### src/rtl/load_source_arbiter.sv
// Grants one of two ROM byte sources per download session, buffers its bytes
// in a small FIFO and emits them to the game loader with minimum strobe spacing.
module load_source_arbiter #(
  parameter int FIFO_DEPTH = 8,
  parameter int GAP        = 4,
  parameter int TIMEOUT    = 1048576,
  parameter int CNT_W      = 16
) (
  input  logic             clk,
  input  logic             reset,
  input  logic             req0_downloading,
  input  logic [7:0]       req0_data,
  input  logic             req0_strobe,
  output logic             req0_ready,
  input  logic             req1_downloading,
  input  logic [7:0]       req1_data,
  input  logic             req1_strobe,
  output logic             req1_ready,
  output logic [1:0]       grant,
  output logic             downloading,
  output logic [7:0]       odata,
  output logic             odata_clk,
  output logic [CNT_W-1:0] byte_count,
  output logic             overflow,
  output logic             timeout
);

  localparam int AW = $clog2(FIFO_DEPTH);
  localparam int GW = $clog2(GAP);
  localparam int IW = $clog2(TIMEOUT + 1);
  localparam logic [AW:0]   DEPTH_C   = (AW+1)'(FIFO_DEPTH);
  localparam logic [AW:0]   READY_MAX = (AW+1)'(FIFO_DEPTH - 2);
  localparam logic [GW-1:0] GAP_LOAD  = GW'(GAP - 1);
  localparam logic [IW-1:0] IDLE_LAST = IW'(TIMEOUT - 1);

  typedef enum logic [2:0] {S_IDLE, S_ARM, S_STREAM, S_DRAIN, S_FINISH} state_t;

  state_t          state, state_next;
  logic            gsel;
  logic [7:0]      mem [FIFO_DEPTH];
  logic [AW-1:0]   wr_ptr, rd_ptr;
  logic [AW:0]     count;
  logic [GW-1:0]   gap_cnt;
  logic [IW-1:0]   idle_cnt;

  logic            sel_dl, sel_strobe;
  logic [7:0]      sel_data;
  logic            streaming, emitting, active, full;
  logic            push_req, push, pop, drop, timeout_hit;

  always_comb begin
    sel_dl      = gsel ? req1_downloading : req0_downloading;
    sel_strobe  = gsel ? req1_strobe      : req0_strobe;
    sel_data    = gsel ? req1_data        : req0_data;
    streaming   = (state == S_STREAM);
    emitting    = (state == S_STREAM) || (state == S_DRAIN);
    active      = emitting || (state == S_ARM);
    full        = (count == DEPTH_C);
    push_req    = streaming && sel_strobe;
    timeout_hit = streaming && !push_req && (idle_cnt == IDLE_LAST);
    // An abort flushes silently, so no pop is allowed on that edge.
    pop         = emitting && (count != '0) && (gap_cnt == '0) && !timeout_hit;
    push        = push_req && (!full || pop);
    drop        = push_req && full && !pop;
  end

  always_comb begin
    state_next = state;
    case (state)
      S_IDLE:   if (req1_downloading || req0_downloading) state_next = S_ARM;
      S_ARM:    state_next = S_STREAM;
      S_STREAM: begin
        if (timeout_hit)  state_next = S_FINISH;
        else if (!sel_dl) state_next = S_DRAIN;
      end
      S_DRAIN:  if ((count == '0) && !odata_clk) state_next = S_FINISH;
      // Holding here until the old source lets go avoids re-granting a stale session.
      S_FINISH: if (!sel_dl) state_next = S_IDLE;
      default:  state_next = S_IDLE;
    endcase
  end

  always_comb begin
    grant       = active ? (gsel ? 2'b10 : 2'b01) : 2'b00;
    downloading = active;
    req0_ready  = streaming && !gsel && (count <= READY_MAX);
    req1_ready  = streaming &&  gsel && (count <= READY_MAX);
  end

  always_ff @(posedge clk) begin
    if (reset) begin
      state      <= S_IDLE;
      gsel       <= 1'b0;
      wr_ptr     <= '0;
      rd_ptr     <= '0;
      count      <= '0;
      gap_cnt    <= '0;
      idle_cnt   <= '0;
      byte_count <= '0;
      overflow   <= 1'b0;
      timeout    <= 1'b0;
      odata_clk  <= 1'b0;
      odata      <= '0;
    end else begin
      state     <= state_next;
      odata_clk <= pop;
      if (state == S_IDLE) gsel <= req1_downloading;

      if ((state == S_ARM) || timeout_hit) begin
        wr_ptr <= '0;
        rd_ptr <= '0;
        count  <= '0;
      end else begin
        if (push) wr_ptr <= wr_ptr + 1'b1;
        if (pop)  rd_ptr <= rd_ptr + 1'b1;
        case ({push, pop})
          2'b10:   count <= count + 1'b1;
          2'b01:   count <= count - 1'b1;
          default: count <= count;
        endcase
      end

      if (state == S_ARM)     gap_cnt <= '0;
      else if (pop)           gap_cnt <= GAP_LOAD;
      else if (gap_cnt != '0) gap_cnt <= gap_cnt - 1'b1;

      if ((state == S_ARM) || push) idle_cnt <= '0;
      else if (streaming)           idle_cnt <= idle_cnt + 1'b1;

      if (state == S_ARM) begin
        byte_count <= '0;
        overflow   <= 1'b0;
        timeout    <= 1'b0;
      end else begin
        if (pop)         byte_count <= byte_count + 1'b1;
        if (drop)        overflow   <= 1'b1;
        if (timeout_hit) timeout    <= 1'b1;
      end

      if (pop) odata <= mem[rd_ptr];
    end
  end

  always_ff @(posedge clk) begin
    if (push) mem[wr_ptr] <= sel_data;
  end

endmodule

### config.mk
export PLATFORM = sky130hd
export DESIGN_NAME = load_source_arbiter
export DESIGN_NICKNAME = d
export VERILOG_FILES = /design/src/rtl/load_source_arbiter.sv
export SDC_FILE = /design/constraint.sdc
export NUM_CORES = 1
export LEC_CHECK = 0
export BUFFER_PORTS_ARGS = -buffer_cell sky130_fd_sc_hd__buf_2
export CAP_MARGIN = 20
export CORE_MARGIN = 8
export CORE_UTILIZATION = 63
export DETAILED_ROUTE_END_ITERATION = 16
export GPL_ROUTABILITY_DRIVEN = 0
export PLACE_DENSITY = 0.84
export SYNTH_ARGS = -nofsm -noshare
export SYNTH_HDL_FRONTEND = slang
export SYNTH_SLANG_ARGS = --single-unit
### constraint.sdc
create_clock -name clk -period 7.5 [get_ports clk]
set_input_delay 1.5 -clock clk [delete_from_list [all_inputs] [get_ports clk]]
set_output_delay 1.5 -clock clk [all_outputs]
set_load 0.05 [all_outputs]
==> results.json, run 1 <==
{
  "synthTopCellsByArea": "edfxtp_1, dfxtp_1, mux4_2, nor2_1, a21oi_1",
  "netlist-cell-type-count": 54,
  "rsz0062_at_grt": "no",
  "slowest_stage": "nand3_1",
  "synth_seq_cells": 128,
  "synth_top_family_by_area": "simple AND/OR/NAND/NOR gates",
  "drt_iter0_drc": 261,
  "setup_viol": 0,
  "routed_wl_um": 12520,
  "synth_mux_area_share_pct": 10.36,
  "gr-total-overflow": 0,
  "grtUsageTotal_pct": 20.22,
  "start_util_pct": 65.32,
  "outcome": "complete, no violations",
  "synth_compound_area_share_pct": 8.721,
  "cts.sinks": 128,
  "timing.clock.skew_ns": 0.01045,
  "setup.worst_path.class": "flip-flop to flip-flop",
  "diodes": 0,
  "hpwl_um": 8024,
  "timing.slew.headroom_pct": 31.27,
  "worstSetupStartpointType": "flip-flop",
  "synthTopCellsByCount": "dfxtp_1, edfxtp_1, nor2_1, a21oi_1, nand2_1",
  "core_sq_um": 8763,
  "netlist_area_sq_um": 5724,
  "cts_hold_buf": 0,
  "synthFlopType": "edfxtp_1",
  "avgViaCountPerCell": 6.220,
  "synth_edf_count": 64,
  "wire_per_inst_um": 19.26,
  "synth_fa_ha_area_share_pct": 1.311,
  "design.final.nets": 557,
  "ir_worst_vdd_v": 0.0002283,
  "cts-root-buf": "clkbuf_8",
  "syn_inst": 480,
  "fp.dieH_um": 111.3,
  "p_leak_uw": 0.002315,
  "synth.avg_cell_area_sq_um": 11.93,
  "drc": 0,
  "grt_pass1_wl_um": 20150,
  "placedInstanceArea_sq_um": 6028,
  "maxCapViolCount": 0,
  "grt_start_max_net_pins": 35,
  "ys_seq_area_share_pct": 55.96,
  "synth_top_area_share_pct": 33.57,
  "slowest_delay_ns": 0.73,
  "hold_viol_final": 0,
  "cts_buffer_depth": 2,
  "fp-row-count": 34,
  "area_growth_syn_to_layout_pct": 16.31,
  "utilization_pct": 75.97,
  "path_clk_slew_ns": 0.06,
  "fmax_mhz": 249.2,
  "drv_slew": 0,
  "holdWs_ns": 0.4668,
  "path_cells": "nor3b_2 -> and3_4 -> nand3_1 -> nand2_1 -> xnor2_1 -> ha_1 -> or2_2 -> a2111o_1 -> a21oi_1 -> o31a_1 -> nor3_2",
  "antenna_found_initial": 0,
  "dr.pass1.iters": 5,
  "crit_arrival_ns": 4.41,
  "die-width_um": 111.3,
  "tightest_slew_ns": 1.028,
  "synth_fp_nets": 508,
  "crit_path_max_fanout": 28,
  "vias": 4043,
  "hold_class": "flip-flop to flip-flop",
  "fin_tns_setup_ns": 0,
  "p_per_area_nw_per_um2": 265.2,
  "setup.worst_path.end_class": "flip-flop",
  "ios": 54,
  "cts_setup_buffers": 0,
  "tritoncts": "done",
  "yosysWarnings": 0,
  "synth-simple-area-share_pct": 16.61,
  "drive_gt1_share_pct": 24.35,
  "clk_latency_ns": 0.53,
  "synthArstFlopShare_pct": 0,
  "cts_buffers": 17,
  "cts-htree-levels": 4,
  "grt_pass1_vias": 4053,
  "synth_xor_area_share_pct": 3.978,
  "ant_nets": 0,
  "finalCriticalPeriod_ns": 4.012,
  "fp.dieArea_sq_um": 12390,
  "synth_area_leader_cell": "edfxtp_1",
  "port_buffers": 53,
  "fin_crit_sh_pct": 53.50,
  "postLayoutCellArea_sq_um": 6658,
  "ctsResizeCount": 0,
  "worst_ep_required_time_ns": 7.90
}
## sequential cells by signal, indices dropped and copies added (netlist names)
| name | flops |
|---|---|
| timeout | 1 |
| gap_cnt | 2 |
| count | 4 |
| rd_ptr | 3 |
| odata | 8 |
| idle_cnt | 21 |
| overflow | 1 |
| state | 3 |
| odata_clk | 1 |
| wr_ptr | 3 |
| gsel | 1 |
| mem | 64 |
| byte_count | 16 |
## kinds of logic after synthesis
logic type                 Yosys count
and+or+nand+nor                    176
buffers and inverters               33
muxes                               38
AOI/OAI and AO/OA                   73
adders and majority gates            6
DFF                                128
xor gates and xnor gates            26
## area by class of cell
class	count	area (sq um)
well taps	108	135.1
flip-flops and latches	128	3203
fillers	556	2106
repair buffers	60	345.3
clock inverters	15	200.2
clock buffers	17	414.1
inverters	3	11.26
multi-input cells	319	2349
## metal layers
layer	vias to the layer above	routed length, um	GRT usage (%)
met1	1986	5143	22.24
li1	1935	-	-
met3	18	607	6.331
met5	-	0	0
met2	104	6572	35.84
met4	0	196	7.200
## where the power goes
part	leakage (uW)	internal, uW	switching (uW)
sequential	0.00109	754	16.6
combinational	0.000920	49.7	93.9
clock	0.000303	519	333
total	0.00231	1320	443
## path summary, 6_finish.rpt
kind | slack, ns | startpoint | endpoint | cells after the start
hold / removal | 0.47 | overflow$_SDFFE_PP0P_ | overflow$_SDFFE_PP0P_ | 2
setup / recovery | 3.49 | state[1]$_SDFFE_PP0P_ | count[2]$_SDFFE_PP0P_ | 11
setup reg to reg | 3.49 | state[1]$_SDFFE_PP0P_ | count[2]$_SDFFE_PP0P_ | 11
hold reg to reg | 0.47 | overflow$_SDFFE_PP0P_ | overflow$_SDFFE_PP0P_ | 2
## worst max-delay path: cells and delay by family, from the launching register on
family	cells	cell delay, ns
AOI/OAI and AO/OA	3	0.63
and+or+nand+nor	6	2.48
DFF	1	0.48
adders and majority gates	1	0.20
xor gates and xnor gates	1	0.09
## through the flow
stage	total power [uW]	setup slack, ns	std cells
6_report	1766	3.488	650
5_1_grt	1817	3.205	650
4_1_cts	1772	3.496	649
3_5_place_dp	925.6	2.975	617
3_3_place_gp	919.0	3.158	616
2_1_floorplan	892.2	3.328	480
## cells in the final DEF (no fill, tap or decap), types with 6 or more instances in the layout
cell type  netlist  layout
xor2_1          14      14
ha_1             6       6
nor3_1          11      11
and3_1           8       8
a311oi_1         8       8
xnor2_1         12      12
nor2_1          46      45
or4_1           13      13
dfxtp_1         64      64
mux2i_1         12      12
nand3_1         19      19
mux2_2          10      10
mux4_2          16      16
nand4_1         11      11
buf_2           11      53
nand2_1         31      31
edfxtp_1        64      64
a21oi_1         31      31
clkbuf_16        0      16
o31ai_1         12      12
Power figures use the tool's default switching activity.
==> inputs of run 2 (changes only) <==
--- a/config.mk
+++ b/config.mk
@@ -5,13 +5,14 @@
 export SDC_FILE = /design/constraint.sdc
 export NUM_CORES = 1
 export LEC_CHECK = 0
+export ABC_AREA = 1
 export BUFFER_PORTS_ARGS = -buffer_cell sky130_fd_sc_hd__buf_2
 export CAP_MARGIN = 20
 export CORE_MARGIN = 8
-export CORE_UTILIZATION = 63
+export CORE_UTILIZATION = 54
 export DETAILED_ROUTE_END_ITERATION = 16
 export GPL_ROUTABILITY_DRIVEN = 0
-export PLACE_DENSITY = 0.84
+export PLACE_DENSITY = 0.76
 export SYNTH_ARGS = -nofsm -noshare
 export SYNTH_HDL_FRONTEND = slang
 export SYNTH_SLANG_ARGS = --single-unit
==> constraint.sdc (replaced) <==
create_clock -name clk -period 3.2 [get_ports clk]
set_input_delay 0.64 -clock clk [delete_from_list [all_inputs] [get_ports clk]]
set_output_delay 0.64 -clock clk [all_outputs]
set_load 0.05 [all_outputs]
==> results.json, run 2 <==
{
  "crit_top_cell": "nand2_4",
  "drive_gt1_share_pct": 22.01,
  "synth_seq_cells": 128,
  "slowest_delay_ns": 0.54,
  "start_util_pct": 55.42,
  "grt_pass1_wl_um": 22210,
  "core_sq_um": 10840,
  "slowest_stage": "nor2_1",
  "biggestRegsByFlops": "mem: 64 flops, idle_cnt: 21 flops, byte_count: 16 flops",
  "regMostFlops": "mem",
  "p_leak_uw": 0.002757,
  "r2r-start": "gsel$_SDFFE_PP0P_",
  "ys_seq_area_share_pct": 53.31,
  "setup_viol": 0,
  "crit_arrival_ns": 2.71,
  "path_clk_slew_ns": 0.06,
  "setup.worst_path.class": "flip-flop to flip-flop",
  "outcome": "complete, no violations",
  "layout_commonest_cell": "nand2_1",
  "holdPathStages": 2,
  "netlist_area_sq_um": 6008,
  "grt_start_max_net_pins": 36,
  "antenna_found_initial": 0,
  "ctsResizeCount": 0,
  "routed_wl_um": 13340,
  "rsz0062_at_grt": "no",
  "synthArstFlopShare_pct": 0,
  "fmax_mhz": 391.7,
  "tritoncts": "done",
  "hpwl_um": 9230,
  "setup.worst_path.end_class": "flip-flop",
  "yosysWarnings": 0,
  "worst_ep_required_time_ns": 3.36,
  "fin_tns_setup_ns": 0,
  "p_per_area_nw_per_um2": 713.2,
  "largest_register_ffs": 64,
  "timing.clock.skew_ns": 0.01085,
  "crit_path_max_fanout": 21,
  "worstSetupStartpointType": "flip-flop",
  "synth.avg_cell_area_sq_um": 8.901,
  "fp.dieArea_sq_um": 14760,
  "crit-reg2reg-capture": "mem[1][0]$_DFFE_PP_",
  "cts_buffer_depth": 2,
  "synth.most_common_cell": "nand2_1",
  "drt_iter0_drc": 466,
  "avgViaCountPerCell": 5.423,
  "fp-row-count": 38,
  "grt_pass1_vias": 4677,
  "netlist-cell-type-count": 36,
  "ios": 54,
  "r2r_cells": 13,
  "vias": 4799,
  "ant_nets": 0,
  "fp.dieH_um": 121.5,
  "fillerInstances": 888,
  "design.final.nets": 760,
  "cts-htree-levels": 4,
  "synth_fp_nets": 703,
  "synthTopCellsByCount": "nand2_1, nor2_1, dfxtp_1, edfxtp_1, inv_1",
  "tightest_slew_ns": 0.9735,
  "synthTopCellsByArea": "edfxtp_1, dfxtp_1, nand2_1, nor2_1, inv_1",
  "drv_slew": 0,
  "dr.pass1.iters": 5,
  "drc": 0,
  "grtUsageTotal_pct": 18.84,
  "path_cells": "buf_4 -> inv_2 -> nand2_1 -> nand2_2 -> nand2_1 -> nor2_4 -> nand2_4 -> nand2_4 -> nand3_2 -> nand2_4 -> inv_2 -> nand2_2 -> nor2_1",
  "min_to": "state[0]$_SDFFE_PP0P_",
  "hold_viol_final": 0,
  "fin_crit_sh_pct": 79.77,
  "cts_buffers": 17,
  "regArea_sq_um": 3203,
  "cts_hold_buf": 0,
  "wire_per_inst_um": 15.08,
  "timing.slew.headroom_pct": 35.03,
  "cts.sinks": 128,
  "ir_worst_vdd_v": 0.0003821,
  "hold_start": "reset",
  "hold_class": "primary input to flip-flop",
  "die-width_um": 121.5,
  "area_growth_syn_to_layout_pct": 16.18,
  "maxCapViolCount": 0,
  "cts_setup_buffers": 0,
  "utilization_pct": 64.39,
  "synthFlopType": "edfxtp_1",
  "gr-total-overflow": 0,
  "port_buffers": 53,
  "cts-root-buf": "clkbuf_8",
  "diodes": 0,
  "rrSetupSlack_ns": 0.65,
  "syn_inst": 675,
  "final_cell_mix": "nand2_1, nor2_1, dfxtp_1, edfxtp_1",
  "synth_area_leader_cell": "edfxtp_1",
  "synth_top_area_share_pct": 31.99,
  "finalCriticalPeriod_ns": 2.553,
  "synth_edf_count": 64,
  "clk_latency_ns": 0.53,
  "multi_input_area_sq_um": 2454
}
run 2: cell types whose count changed after synthesis, sizes merged, moves of 7 or more:
cell    change
a311oi      -8
and3        -8
buf        -10
inv        +58
mux2       -10
mux2i      -12
mux4       -16
nand2     +129
nor2       +69
o21ai      +36
o31ai      -12
o32ai      +16
or2         +7
or4        -13
run 2: area by class of cell:
class | instances | area share, %
clock buffers | 19 | 6.184
clock inverters | 13 | 2.276
inverters | 62 | 3.334
multi-input cells | 462 | 35.15
flip-flops and latches | 128 | 45.89
well taps | 140 | 2.509
repair buffers | 61 | 4.660
run 2: how the worst max path moves through the flow:
stage                                startpoint             endpoint  cells past startpoint
final                         gsel$_SDFFE_PP0P_  mem[1][0]$_DFFE_PP_                     13
after global routing          gsel$_SDFFE_PP0P_  mem[1][0]$_DFFE_PP_                     13
after CTS                     gsel$_SDFFE_PP0P_  mem[1][6]$_DFFE_PP_                     13
after detailed placement            req0_strobe  mem[1][5]$_DFFE_PP_                     13
after global placement              req0_strobe  mem[1][0]$_DFFE_PP_                     13
after floorplan           count[1]$_SDFFE_PP0P_           req0_ready                      4
run 2: logic make-up (layout without fill, tap and decap cells):
family | after synthesis | count (layout) | synth area share (%)
AND/OR/NAND/NOR | 335 | 335 | 26.53
adder cells (fa/ha/maj) | 6 | 6 | 1.249
AO/OA/AOI/OAI | 101 | 101 | 10.14
XOR/XNOR | 20 | 20 | 2.915
buffers and inverters | 85 | 155 | 5.852
flip-flops | 128 | 128 | 53.31
run 2: through the flow:
| stage | total power, uW | setup WS [ns] | hold WS [ns] | area (sq um) | instances |
|---|---|---|---|---|---|
| 2_1_floorplan | 2825 | 0.7699 | 0.4334 | 6008 | 675 |
| 3_3_place_gp | 3037 | 0.6341 | 0.4468 | 6390 | 853 |
| 3_5_place_dp | 3078 | 0.5326 | 0.4534 | 6390 | 853 |
| 4_1_cts | 4996 | 0.6078 | 0.3169 | 6980 | 885 |
| 5_1_grt | 5202 | 0.4296 | 0.3315 | 6980 | 885 |
| 6_report | 4979 | 0.6473 | 0.3340 | 6980 | 885 |
run 2: worst max-delay path: cells and delay by family, from the launching register on:
| family | cells | cell delay [ns] |
|---|---|---|
| AND/OR/NAND/NOR | 10 | 1.45 |
| flip-flops | 1 | 0.30 |
| buffers and inverters | 3 | 0.42 |
run 2: metal layers:
| layer | share of wire (%) | GRT usage, % |
|---|---|---|
| met1 | 45 | 23.78 |
| met2 | 46 | 29.06 |
| met3 | 7.4 | 5.863 |
| met4 | 1.9 | 8.404 |
| met5 | 0 | 0 |
run 2: where the power goes:
part	switching (uW)	total, uW	internal (uW)
Sequential	64.1	1970	1910
Combinational	808	1080	276
Clock	713	1920	1210
